$ cat src/rtl/projection_mem_ctrl.sv
// Sequencer for the dual-port projection memory: loads word pairs, then replays them to the encoder.
// Optional stall counter enabled by defining PROJ_CTRL_PERF_EN.
module projection_mem_ctrl #(
  parameter int Dhv_SIZE   = 4000,
  parameter int IN_WIDTH   = 16,
  parameter int ADDR_WIDTH = 8
) (
  input  logic                             clk_i,
  input  logic                             reset_i,
  input  logic                             load_valid_i,
  output logic                             load_ready_o,
  input  logic [1:0][IN_WIDTH-1:0]         load_data_i,
  input  logic                             start_i,
  input  logic                             reload_i,
  output logic                             loaded_o,
  output logic                             out_valid_o,
  input  logic                             out_ready_i,
  output logic [1:0][IN_WIDTH-1:0]         out_data_o,
  output logic                             out_last_o,
  output logic                             done_o,
  output logic [ADDR_WIDTH-1:0]            mem_addr0_o,
  output logic [ADDR_WIDTH-1:0]            mem_addr1_o,
  output logic                             mem_we_o,
  output logic                             mem_re_o,
  output logic [1:0][IN_WIDTH-1:0]         mem_wdata_o,
  input  logic [1:0][IN_WIDTH-1:0]         mem_rdata_i,
  output logic [15:0]                      stall_count_o
);

  localparam int NUM_WORDS = Dhv_SIZE / IN_WIDTH;
  localparam logic [ADDR_WIDTH-1:0] LAST_ADDR = ADDR_WIDTH'(NUM_WORDS - 2);
  localparam logic [ADDR_WIDTH-1:0] ADDR_ONE  = ADDR_WIDTH'(1);
  localparam logic [ADDR_WIDTH-1:0] ADDR_TWO  = ADDR_WIDTH'(2);

  if (((NUM_WORDS % 2) != 0) || (NUM_WORDS > (1 << ADDR_WIDTH)) || (NUM_WORDS < 2)) begin : g_bad_cfg
    $error("projection_mem_ctrl: NUM_WORDS must be even, >= 2 and fit in ADDR_WIDTH");
  end

  typedef enum logic [1:0] {S_LOAD, S_LOADED, S_STREAM} state_e;

  state_e                    state_q;
  logic [ADDR_WIDTH-1:0]     wr_ptr_q, rd_ptr_q;
  logic                      all_issued_q;
  logic                      inflight_q, inflight_last_q;
  logic                      loaded_q, done_q;
  logic [1:0][IN_WIDTH-1:0]  ent_data_q [2];
  logic                      ent_last_q [2];
  logic                      head_q;
  logic [1:0]                buf_count_q, buf_count_d;
  logic [2:0]                occupancy;
  logic                      wr_fire, pop, issue, push_idx;

  assign load_ready_o = (state_q == S_LOAD);
  assign wr_fire      = load_valid_i & load_ready_o;
  assign out_valid_o  = (buf_count_q != 2'd0);
  assign out_data_o   = ent_data_q[head_q];
  assign out_last_o   = ent_last_q[head_q] & out_valid_o;
  assign pop          = out_valid_o & out_ready_i;
  assign loaded_o     = loaded_q;
  assign done_o       = done_q;

  // Slots already committed after this cycle's pop; at most two may be owed to the buffer.
  assign occupancy   = 3'(buf_count_q) + 3'(inflight_q) - 3'(pop);
  assign issue       = (state_q == S_STREAM) && !all_issued_q && (occupancy < 3'd2);
  assign buf_count_d = buf_count_q + 2'(inflight_q) - 2'(pop);
  assign push_idx    = head_q ^ buf_count_q[0];

  assign mem_we_o    = wr_fire;
  assign mem_re_o    = issue;
  assign mem_wdata_o = load_data_i;

  always_comb begin
    mem_addr0_o = '0;
    mem_addr1_o = '0;
    if (wr_fire) begin
      mem_addr0_o = wr_ptr_q;
      mem_addr1_o = wr_ptr_q + ADDR_ONE;
    end else if (issue) begin
      mem_addr0_o = rd_ptr_q;
      mem_addr1_o = rd_ptr_q + ADDR_ONE;
    end
  end

  always_ff @(posedge clk_i or posedge reset_i) begin
    if (reset_i) begin
      state_q         <= S_LOAD;
      wr_ptr_q        <= '0;
      rd_ptr_q        <= '0;
      all_issued_q    <= 1'b0;
      inflight_q      <= 1'b0;
      inflight_last_q <= 1'b0;
      loaded_q        <= 1'b0;
      done_q          <= 1'b0;
      head_q          <= 1'b0;
      buf_count_q     <= '0;
      for (int i = 0; i < 2; i++) begin
        ent_data_q[i] <= '0;
        ent_last_q[i] <= 1'b0;
      end
    end else begin
      done_q          <= 1'b0;
      inflight_q      <= issue;
      inflight_last_q <= issue && (rd_ptr_q == LAST_ADDR);
      buf_count_q     <= buf_count_d;
      if (pop) head_q <= ~head_q;
      // Read data lands one cycle after the issue cycle; the last tag rides along.
      if (inflight_q) begin
        ent_data_q[push_idx] <= mem_rdata_i;
        ent_last_q[push_idx] <= inflight_last_q;
      end
      if (wr_fire) wr_ptr_q <= wr_ptr_q + ADDR_TWO;
      if (issue) begin
        rd_ptr_q <= rd_ptr_q + ADDR_TWO;
        if (rd_ptr_q == LAST_ADDR) all_issued_q <= 1'b1;
      end
      case (state_q)
        S_LOAD: begin
          if (wr_fire && (wr_ptr_q == LAST_ADDR)) begin
            state_q  <= S_LOADED;
            loaded_q <= 1'b1;
          end
        end
        S_LOADED: begin
          if (start_i) begin
            state_q      <= S_STREAM;
            rd_ptr_q     <= '0;
            all_issued_q <= 1'b0;
          end else if (reload_i) begin
            state_q  <= S_LOAD;
            wr_ptr_q <= '0;
            loaded_q <= 1'b0;
          end
        end
        S_STREAM: begin
          if (pop && out_last_o) begin
            state_q <= S_LOADED;
            done_q  <= 1'b1;
          end
        end
        default: state_q <= S_LOAD;
      endcase
    end
  end

`ifdef PROJ_CTRL_PERF_EN
  logic [15:0] stall_q;

  always_ff @(posedge clk_i or posedge reset_i) begin
    if (reset_i) begin
      stall_q <= '0;
    end else if ((state_q == S_LOADED) && start_i) begin
      stall_q <= '0;
    end else if ((state_q == S_STREAM) && out_valid_o && !out_ready_i && (stall_q != 16'hFFFF)) begin
      stall_q <= stall_q + 16'd1;
    end
  end

  assign stall_count_o = stall_q;
`else
  assign stall_count_o = '0;
`endif

endmodule

$ cat config.mk
export PLATFORM = sky130hd
export DESIGN_NAME = projection_mem_ctrl
export DESIGN_NICKNAME = d
export VERILOG_FILES = /design/src/rtl/projection_mem_ctrl.sv
export SDC_FILE = /design/constraint.sdc
export NUM_CORES = 1
export LEC_CHECK = 0
export CORE_UTILIZATION = 40
export DETAILED_ROUTE_END_ITERATION = 8
export PLACE_DENSITY = 0.74
export SETUP_SLACK_MARGIN = 0.1
export SLEW_MARGIN = 15
export SYNTH_ARGS = -nofsm -noshare
export SYNTH_HDL_FRONTEND = slang
export SYNTH_SLANG_ARGS = --single-unit
$ cat constraint.sdc
create_clock -name clk_i -period 4.79 [get_ports clk_i]
set_input_delay 0.958 -clock clk_i [delete_from_list [all_inputs] [get_ports clk_i]]
set_output_delay 0.958 -clock clk_i [all_outputs]
set_load 0.02 [all_outputs]
==> results of run 1 <==
[metal layers]
| layer | vias up | track usage | part of all wire | wire length (um) |
|---|---|---|---|---|
| li1 | 1295 | - | - | - |
| met1 | 1395 | 0.194 | 0.43 | 3830 |
| met2 | 88 | 0.272 | 0.50 | 4450 |
| met3 | 16 | 0.0500 | 0.062 | 554 |
| met4 | 0 | 0.0589 | 0.014 | 127 |
| met5 | - | 0 | 0 | 0 |
[placed cells by master, fill, tap and decap left out, drive strengths merged]
| cell type | synthesis | routed |
|---|---|---|
| a22o | 12 | 12 |
| and4 | 2 | 2 |
| o21a | 1 | 1 |
| mux2 | 99 | 99 |
| fa | 1 | 1 |
| nor4bb | 1 | 1 |
| nor2 | 16 | 16 |
| dlygate4sd2 | 0 | 1 |
| nor4b | 2 | 2 |
| and3b | 1 | 1 |
| and3 | 1 | 1 |
| a21oi | 3 | 3 |
| conb | 1 | 17 |
| nor4 | 2 | 2 |
| bufinv | 0 | 1 |
| or4b | 1 | 1 |
| nor3b | 1 | 1 |
| clkdlybuf4s50 | 0 | 75 |
| ha | 5 | 5 |
| nand3b | 1 | 1 |
| clkbuf | 5 | 10 |
| xnor2 | 8 | 8 |
| clkdlybuf4s15 | 0 | 2 |
| or2 | 1 | 1 |
| nand4 | 4 | 4 |
| buf | 63 | 21 |
| nand3 | 5 | 5 |
| clkinv | 0 | 2 |
| dfrtp | 90 | 90 |
| o21ai | 3 | 3 |
| nand2b | 2 | 2 |
| clkinvlp | 0 | 3 |
| inv | 8 | 8 |
| xor2 | 5 | 5 |
| nand2 | 8 | 8 |
| nor3 | 3 | 3 |
| mux2i | 3 | 3 |
| and2 | 1 | 1 |
[worst paths after layout]
check	from	cells after the start	slack (ps)	end
worst min register to register	ent_data_q[20]	1	490	ent_data_q[20]
min in group asynchronous	reset_i	2	1080	buf_count_q[0]
worst max-delay path	out_ready_i	12	120	mem_addr0_o[3]
worst min-delay path	ent_data_q[20]	1	490	ent_data_q[20]
max in group asynchronous	reset_i	3	2670	ent_data_q[2]
worst max register to register	buf_count_q[0]	11	1840	rd_ptr_q[7]
[cell type report]
| cell class | count | share of cell area |
|---|---|---|
| inverter | 8 | 0.00563 |
| timing repair buffer | 99 | 0.167 |
| clock buffer | 10 | 0.0412 |
| tap | 140 | 0.0315 |
| multi-input combinational | 209 | 0.337 |
| sequential | 90 | 0.406 |
| clock inverter | 6 | 0.0119 |
[critical path, delay by kind of cell]
family / cells / cell delay, ps
buffers and inverters: 5 / 920
and+or+nand+nor: 2 / 690
adders and majority gates: 3 / 920
AOI/OAI and AO/OA: 2 / 200
[sequential cells by signal (all words and copies together) (netlist names)]
| register | flops |
|---|---|
| wr_ptr_q | 7 |
| ent_last_q | 2 |
| state_q | 2 |
| all_issued_q | 1 |
| done_o | 1 |
| buf_count_q | 2 |
| loaded_o | 1 |
| inflight_q | 1 |
| inflight_last_q | 1 |
| head_q | 1 |
| rd_ptr_q | 7 |
| ent_data_q | 64 |
[stage by stage]
stage	worst slack, ps	instances	cell area, um^2	hold WS [ps]
floorplan	176	375	4590	456
global placement	-300	544	5270	469
detailed placement	-442	544	5280	481
CTS	39.8	561	5560	494
global route	23.2	562	5550	509
finish	125	562	5550	490
[power by group]
part | internal, mW | switching [mW] | total [mW]
Sequential | 1.09 | 0.239 | 1.33
Combinational | 1.18 | 0.963 | 2.15
Clock | 0.405 | 0.291 | 0.696
Total | 2.68 | 1.49 | 4.17
[timing repair]
action,4_1_cts,5_1_grt
buffers inserted,1,1
resized for setup,57,13
cloned,0,0
hold buffers,0,0
endpoints found under the setup margin,16,16
pin swaps,1,0
[kinds of logic (layout without fill, tap and decap cells)]
group,after synthesis,count (layout),synth area share
AND/OR/NAND/NOR,52,52,0.0658
other,1,17,0.000829
buffers and inverters,76,123,0.108
adder cells (fa/ha/maj),6,6,0.0182
multiplexers,102,102,0.253
AO/OA/AOI/OAI,19,19,0.0315
flip-flops,90,90,0.498
XOR/XNOR,13,13,0.0252
==> metrics.md, run 1 <==
| Metric | Value |
|---|---|
| I/O Buffers | `91` |
| Row count | `38` |
| Hold Path Class | `reg -> reg` |
| Finished Core Util | `0.508` |
| PD cells | `751 mW/mm^2` |
| Clk_skew | `6.06 ps` |
| Die Wd | `108 um` |
| Worst path required time | `3830 ps` |
| Largest cells by area after synthesis | `dfrtp_1 50%, mux2_2 23%, buf_4 8.5%, a22o_1 2.3%, xnor2_1 1.5%` |
| Power consumption | `4.17 mW` |
| Synth-to-layout area growth | `22.7%` |
| Final Max Tran Viols | `0` |
| Total CTS buffers | `9` |
| Initial antenna violation count | `0` |
| Initial Utilization | `0.414` |
| Antenna Violating Nets Remaining | `0` |
| Die area | `0.0117 mm^2` |
| Area leader, netlist | `dfrtp_1` |
| Static Leak | `2.41 nW` |
| Root Driver | `clkbuf_16` |
| Clk buf depth | `2` |
| Worst-Margin Slew | `956 ps` |
| CP Launch Type | `input port` |
| # DRC | `0` |
| Routed WL per cell | `15.9 um` |
| Final setup violation count | `0` |
| Total global-route track usage | `0.161` |
| Seq. cell area | `0.00225 mm^2` |
| Total Nets Final | `493` |
| Post-Syn Area per Cell | `12.6 um^2` |
| Crit-path cells | `clkdlybuf4s50_1 > o21ai_2 > inv_1 > ha_1 > inv_1 > ha_1 > fa_1 > or4b_4 > nor2_4 > buf_8 > a22o_1 > clkdlybuf4s15_2` |
| FFs w/ async S/R, synth | `1.00` |
| Final Hold Fails | `0` |
| Via count | `2794` |
| Commonest register cell after synthesis | `dfrtp_1` |
| Top cells by count, synth | `94 x mux2_2, 90 x dfrtp_1, 51 x buf_4, 15 x nor2_1, 12 x a22o_1` |
| Unrepaired setup endpoints after global routing | `true` |
| First-pass GRT wire length | `14400 um` |
| Critical path endpoint category | `output pin` |
| Seq cells post-synth | `90` |
| HPWL after detailed placement | `6030 um` |
| Iter 0 DRT Violations | `77` |
| Largest net degree at the start of global routing | `49` |
| Ratio of cells with drive above 1 in the final layout | `0.339` |
| Arrival @ worst endpoint | `3710 ps` |
| Latest clock arrival within the worst-skew pair | `330 ps` |
| Seq/Total Area, Yosys | `0.498` |
| H-tree Lvls | `3` |
| Core outline area | `0.0109 mm^2` |
| Synth cell types | `36` |
| Clk pin slew, worst setup/hold paths | `60 ps` |
| Final Critical Period | `4670 ps` |
| Vias in the first global route | `2942` |
| YS warnings | `0` |
| Crit path kind | `in -> out` |
| Synthesized instance count | `359` |
| CTS tree | `yes` |
| CTS sink cnt | `90` |
| Max Clock Freq | `214 MHz` |
| Max stage delay on crit path | `550 ps` |
| GP Congestion | `0.796` |
| Filler Cell Count | `964` |
| Status | `completed` |
| Synth top area share | `0.498` |
| Max transition margin | `0.363` |
| Most frequent cell after synthesis | `mux2_2` |
| # diodes | `0` |
| Area of the multi-input gates | `0.00187 mm^2` |
| Max Cap Viol | `0` |
| Detailed Route WL | `8950 um` |
| Number of synthesized flops with an enable pin | `0` |
| Crit-path max FO | `15` |
| First-pass iteration count of the detailed router | `4` |
| DIE HEIGHT | `108 um` |
| Vias per cell | `4.97` |
| I/O pin cnt | `173` |
| Fin crit share | `0.974` |
| Setup tns final | `0 ps` |
| CP max-delay cell | `or4b_4` |
| Netlist Area Pre-Place | `0.00453 mm^2` |
| GRT overflow | `0` |
| Peak supply drop | `0.518 mV` |
Power figures use the tool's default switching activity.
==> run 2, diff against run 1 <==
--- a/config.mk
+++ b/config.mk
@@ -7,7 +7,7 @@
 export LEC_CHECK = 0
 export CORE_UTILIZATION = 40
 export DETAILED_ROUTE_END_ITERATION = 8
-export PLACE_DENSITY = 0.74
+export DONT_BUFFER_PORTS = 1
 export SETUP_SLACK_MARGIN = 0.1
 export SLEW_MARGIN = 15
 export SYNTH_ARGS = -nofsm -noshare
==> run 2 against run 1 <==
  * Core utilization shrank 8.0 points
  * Sequential power is essentially flat
  * First-iteration DRC count grew 23%
  * Highest routed layer unchanged
  * Total power shrank 13%
  * Wire length shrank 7.9%
  * Largest power group unchanged
  * Sequential share of layout area grew 7.6 points
  * Maximum frequency grew 4.0%
  * Final area shrank 16%
==> metrics.md, run 2 (synthesized netlist as in run 1, its figures left out) <==
| Metric | Value |
|---|---|
| Status | `completed` |
| I/O Buffers | `0 (-100%)` |
| Arrival @ worst endpoint | `3530 ps (-180 ps)` |
| Max Clock Freq | `223 MHz (+4.0%)` |
| Final Critical Period | `4490 ps (-178 ps)` |
| Die area | `0.0117 mm^2 (unchanged)` |
| CP Launch Type | `input port` |
| First-pass iteration count of the detailed router | `4 (unchanged)` |
| Hold Crit Depth | `1 (unchanged)` |
| Total CTS buffers | `9 (unchanged)` |
| Hold path start | `ent_data_q[17]` |
| Via count | `2457 (-12%)` |
| Most frequent cells in the layout | `94 x mux2_2, 89 x dfrtp_1, 17 x conb_1` |
| WP buf/inv | `3 (-2)` |
| Hold Path Class | `reg -> reg` |
| CP max-delay cell | `or4b_1` |
| Core outline area | `0.0109 mm^2 (unchanged)` |
| Final Hold Fails | `0 (unchanged)` |
| Critical path endpoint category | `output pin` |
| Fin crit share | `0.937 (-0.0372)` |
| Static Leak | `2.03 nW (-16%)` |
| Setup tns final | `0 ps (unchanged)` |
| Synth-to-layout area growth | `3.43%` |
| Final setup violation count | `0 (unchanged)` |
| Unrepaired setup endpoints after global routing | `false` |
| HPWL after detailed placement | `5570 um (-7.6%)` |
| Clk_skew | `7.88 ps (+1.82 ps)` |
| Total Nets Final | `399 (-19%)` |
| Max transition margin | `0.368 (+0.00503)` |
| Worst-Margin Slew | `948 ps (-7.54 ps)` |
| Max reg flops | `64 (unchanged)` |
| I/O pin cnt | `173 (unchanged)` |
| Register bank with the most flops | `ent_data_q` |
| Final hold slack | `494 ps (+4.05 ps)` |
| Die Wd | `108 um (unchanged)` |
| Crit path kind | `in -> out` |
| Initial antenna violation count | `0 (unchanged)` |
| Latest clock arrival within the worst-skew pair | `330 ps (about the same)` |
| Detailed Route WL | `8250 um (-7.9%)` |
| Crit-path max FO | `6 (-9)` |
| Worst R2R End | `rd_ptr_q[3]` |
| GRT overflow | `0 (unchanged)` |
| Max Cap Viol | `0 (unchanged)` |
| Most common cell after layout, fill and taps aside | `mux2_2` |
| Ratio of cells with drive above 1 in the final layout | `0.375 (+0.0361)` |
| Row count | `38 (unchanged)` |
| Biggest regs | `ent_data_q x64, rd_ptr_q x7, wr_ptr_q x7` |
| Vias per cell | `5.25 (+5.6%)` |
| FF-to-FF Start | `buf_count_q[1]` |
| Placed inst area | `0.00435 mm^2 (-18%)` |
| Peak supply drop | `0.537 mV (+3.7%)` |
| Clk buf depth | `2 (unchanged)` |
| CTS sink cnt | `90 (unchanged)` |
| WHS Endpoint | `ent_data_q[17]` |
| CTS tree | `yes` |
| Design area | `0.00468 mm^2 (-16%)` |
| DIE HEIGHT | `108 um (unchanged)` |
| Fin worst setup slack | `303 ps (+178 ps)` |
| Root Driver | `clkbuf_16` |
| Routed WL per cell | `17.6 um (+11%)` |
| First-pass GRT wire length | `12900 um (-10%)` |
| Max stage delay on crit path | `670 ps (+120 ps)` |
| Antenna Violating Nets Remaining | `0 (unchanged)` |
| Filler Cell Count | `1028 (+6.6%)` |
| Top delay family on crit path | `adder cells` |
| Vias in the first global route | `2539 (-14%)` |
| # diodes | `0 (unchanged)` |
| Worst path required time | `3830 ps (about the same)` |
| # DRC | `0 (unchanged)` |
| Crit-path cells | `o21ai_1 > inv_1 > ha_1 > inv_1 > ha_1 > fa_1 > or4b_1 > nor2_4 > buf_4 > a22o_1` |
| Initial Utilization | `0.414 (unchanged)` |
| Worst R2R Path Depth | `11 (unchanged)` |
| Total global-route track usage | `0.146 (-0.0153)` |
| Iter 0 DRT Violations | `95 (+23%)` |
| Final Max Tran Viols | `0 (unchanged)` |
| Clk pin slew, worst setup/hold paths | `60 ps (about the same)` |
| Largest net degree at the start of global routing | `61 (+24%)` |
| Setup Fix Bufs, Post-CTS | `0 (-1)` |
| PD cells | `779 mW/mm^2 (+3.8%)` |
| H-tree Lvls | `3 (unchanged)` |
| R2R setup slack | `1660 ps (-180 ps)` |
| Power consumption | `3.65 mW (-13%)` |
| Setup WS pre-CTS | `258 ps (+700 ps)` |
| GP Congestion | `0.791 (-0.59%)` |
run 2: cell count changes in the layout (fill, tap and decap cells not counted), moves of 2 or more:
cell / change
buf_2: -7
clkdlybuf4s50_1: -75
clkinv_2: -2
buf_4: -8
clkdlybuf4s15_2: -2
run 2: layout make-up:
class / count / area [um^2] / area share
multi-input combinational: 209 / 1860 / 0.398
tap: 140 / 175 / 0.0374
inverter: 8 / 32.5 / 0.00695
timing repair buffer: 5 / 37.5 / 0.00802
clock inverter: 6 / 91.3 / 0.0195
clock buffer: 10 / 229 / 0.0489
sequential: 90 / 2250 / 0.481
run 2: power breakdown:
group	internal, mW	switching [mW]	total, mW	leakage, nW
Sequential	1.09	0.235	1.32	1.08
Clock	0.458	0.282	0.740	0.145
Combinational	0.704	0.880	1.58	0.802
Total	2.25	1.40	3.65	2.03
run 2: worst max-delay path by stage:
stage / start / to / slack (ps) / depth (start not counted)
global route: out_ready_i / mem_addr1_o[4] / 140 / 10
finish: out_ready_i / mem_addr1_o[4] / 300 / 10
floorplan: out_ready_i / mem_addr1_o[1] / 180 / 13
global placement: out_ready_i / mem_addr0_o[4] / 350 / 10
CTS: buf_count_q[1] / mem_addr1_o[4] / 220 / 10
detailed placement: out_ready_i / mem_addr1_o[4] / 260 / 10
run 2: metal layers:
layer,track usage,vias to the layer above,part of all wire
met4,0.0550,0,0.013
met2,0.228,103,0.46
li1,-,1102,-
met1,0.181,1238,0.43
met3,0.0579,14,0.092
met5,0,-,0
run 2: metrics by stage:
step | instances | utilization
5_1_grt | 468 | 0.428
3_5_place_dp | 452 | 0.398
3_3_place_gp | 452 | 0.398
2_1_floorplan | 375 | -
4_1_cts | 468 | 0.427
6_report | 468 | 0.428
run 2: what timing repair did:
item                       4_1_cts  5_1_grt
setup endpoints to repair        0       13
hold buffers                     0        0
resized for setup                0        1
==> run 3, diff against run 2 <==
--- a/config.mk
+++ b/config.mk
@@ -5,11 +5,11 @@
 export SDC_FILE = /design/constraint.sdc
 export NUM_CORES = 1
 export LEC_CHECK = 0
+export CAP_MARGIN = 20
 export CORE_UTILIZATION = 40
 export DETAILED_ROUTE_END_ITERATION = 8
 export DONT_BUFFER_PORTS = 1
 export SETUP_SLACK_MARGIN = 0.1
-export SLEW_MARGIN = 15
 export SYNTH_ARGS = -nofsm -noshare
 export SYNTH_HDL_FRONTEND = slang
 export SYNTH_SLANG_ARGS = --single-unit
==> run 3 against run 2 <==
  * Total power is 1.3% lower
  * Largest cell class unchanged
  * Via count is 0.37% higher
  * Flip-flop and latch count stayed put
  * Wire length is 0.53% lower
  * Final area hardly changed
  * Critical endpoint unchanged
==> metrics.md, run 3 (synthesized netlist as in run 1, its figures left out) <==
| Metric | Value |
|---|---|
| Status | `completed` |
| First-pass GRT wire length | `12800 um (-0.74%)` |
| HPWL after detailed placement | `5610 um (+0.71%)` |
| R2R setup slack | `1660 ps (about the same)` |
| Largest net degree at the start of global routing | `61 (unchanged)` |
| Vias in the first global route | `2512 (-1.1%)` |
| Clk buf depth | `2 (unchanged)` |
| Filler Cell Count | `1022 (-0.58%)` |
| Latest clock arrival within the worst-skew pair | `330 ps (about the same)` |
| DIE HEIGHT | `108 um (unchanged)` |
| Peak supply drop | `0.583 mV (+8.7%)` |
| Worst R2R Path Depth | `11 (unchanged)` |
| Vias per cell | `5.25 (about the same)` |
| I/O pin cnt | `173 (unchanged)` |
| Arrival @ worst endpoint | `3530 ps (about the same)` |
| Critical path launch point | `out_ready_i` |
| Die area | `0.0117 mm^2 (unchanged)` |
| CTS sink cnt | `90 (unchanged)` |
| Clk_skew | `9.60 ps (+1.72 ps)` |
| Biggest regs | `ent_data_q x64, rd_ptr_q x7, wr_ptr_q x7` |
| Max transition margin | `0.345 (-0.0232)` |
| Final hold slack | `408 ps (-85.8 ps)` |
| First-pass iteration count of the detailed router | `4 (unchanged)` |
| Routed WL per cell | `17.5 um (-0.96%)` |
| Design area | `0.00468 mm^2 (about the same)` |
| Critical path endpoint category | `output pin` |
| # DRC | `0 (unchanged)` |
| Static Leak | `2.03 nW (about the same)` |
| Setup Fix Bufs, Post-CTS | `0 (unchanged)` |
| Crit-path cells | `o21ai_1 > inv_1 > ha_1 > inv_1 > ha_1 > fa_1 > or4b_1 > nor2_4 > buf_4 > a22o_1` |
| Max reg flops | `64 (unchanged)` |
| Root Driver | `clkbuf_16` |
| Via count | `2466 (+0.37%)` |
| Fin worst setup slack | `301 ps (-1.62 ps)` |
| Initial Utilization | `0.414 (unchanged)` |
| Area of the multi-input gates | `0.00186 mm^2 (-0.34%)` |
| # diodes | `0 (unchanged)` |
| Iter 0 DRT Violations | `88 (-7.4%)` |
| Initial antenna violation count | `0 (unchanged)` |
| Core outline area | `0.0109 mm^2 (unchanged)` |
| Register bank with the most flops | `ent_data_q` |
| Synth-to-layout area growth | `3.46% (about the same)` |
| Final Hold Fails | `0 (unchanged)` |
| Total global-route track usage | `0.145 (-0.00128)` |
| Final Critical Period | `4490 ps (+1.62 ps)` |
| Crit path to | `mem_addr1_o[4]` |
| Unrepaired setup endpoints after global routing | `false` |
| Clk pin slew, worst setup/hold paths | `60 ps (about the same)` |
| Setup tns final | `0 ps (unchanged)` |
| Fin crit share | `0.937 (about the same)` |
| PD cells | `769 mW/mm^2 (-1.3%)` |
| Setup WS pre-CTS | `254 ps (-3.95 ps)` |
| Max stage delay on crit path | `670 ps (about the same)` |
| GP Congestion | `0.791 (unchanged)` |
| GRT overflow | `0 (unchanged)` |
| Final setup violation count | `0 (unchanged)` |
| FF-to-FF Start | `buf_count_q[1]` |
| CP max-delay cell | `or4b_1` |
| Worst-Margin Slew | `983 ps (+34.8 ps)` |
| H-tree Lvls | `3 (unchanged)` |
| I/O Buffers | `0 (unchanged)` |
| Die Wd | `108 um (unchanged)` |
| Worst path required time | `3830 ps (about the same)` |
| Most common cell after layout, fill and taps aside | `mux2_2` |
| Seq. cell area | `0.00225 mm^2 (unchanged)` |
| Antenna Violating Nets Remaining | `0 (unchanged)` |
| Total CTS buffers | `9 (unchanged)` |
| Final Max Tran Viols | `0 (unchanged)` |
| Row count | `38 (unchanged)` |
| Max Cap Viol | `0 (unchanged)` |
| Worst R2R End | `rd_ptr_q[3]` |
| Max Clock Freq | `223 MHz (about the same)` |
| Crit-path max FO | `6 (unchanged)` |
| Most frequent cells in the layout | `94 x mux2_2, 89 x dfrtp_1, 17 x conb_1` |
| Hold buffer count at CTS | `0 (unchanged)` |
| Placed inst area | `0.00436 mm^2 (+0.12%)` |
| Hold Path Class | `in -> async` |
| CP Launch Type | `input port` |
| Crit path kind | `in -> out` |
| Ratio of cells with drive above 1 in the final layout | `0.376 (+0.000758)` |
| Total Nets Final | `401 (+0.50%)` |
| Detailed Route WL | `8210 um (-0.53%)` |
| CTS tree | `yes` |
## run 3: changes by cell type in the layout (fill, tap and decap cells not counted)
cell        previous run  this run
clkinv_4               1         0
clkinvlp_4             3         5
bufinv_16              2         1
nor4bb_2               1         0
clkinv_2               0         1
buf_16                 0         1
nor4bb_1               0         1
inv_4                  1         0
buf_2                  0         1
## run 3: worst min path at each step
stage / startpoint / endpoint / slack [ps] / cells past startpoint
CTS: ent_data_q[17] / ent_data_q[17] / 500 / 1
finish: reset_i / ent_data_q[30] / 410 / 1
global placement: ent_data_q[14] / ent_data_q[14] / 470 / 1
floorplan: all_issued_q / all_issued_q / 460 / 1
global route: reset_i / ent_data_q[30] / 410 / 1
detailed placement: ent_data_q[17] / ent_data_q[17] / 480 / 1
## run 3: metal layers
metal	part of all wire	global-route usage
met1	0.43	0.183
met2	0.47	0.224
met3	0.090	0.0482
met4	0.016	0.0656
met5	0	0
## run 3: per-stage QoR
step / utilization / instances / total power, mW
after floorplan: - / 375 / 2.73
after global placement: 0.398 / 452 / 2.89
after detailed placement: 0.399 / 453 / 2.95
after CTS: 0.426 / 469 / 3.65
after global routing: 0.428 / 470 / 3.83
final: 0.428 / 470 / 3.60
## run 3: repair_timing
action / 4_1_cts / 5_1_grt
endpoints found under the hold margin: 0 / 0
gates resized for setup: 0 / 1
endpoints found under the setup margin: 0 / 13
## run 3: layout make-up
type,count,area share
flip-flops and latches,90,0.481
multi-input cells,209,0.396
well taps,140,0.0374
clock inverters,6,0.0144
repair buffers,7,0.0150
inverters,8,0.00668
clock buffers,10,0.0489
## run 3: report_power, final
group,switching [mW],total [mW],internal (mW)
clock network,0.285,0.689,0.404
registers,0.233,1.32,1.09
logic,0.882,1.59,0.708
## run 3: worst max-delay path, delay by kind of cell
family | cells | cell delay, ps
AND/OR/NAND/NOR | 2 | 900
buffers and inverters | 3 | 330
adder cells (fa/ha/maj) | 3 | 900
AO/OA/AOI/OAI | 2 | 430
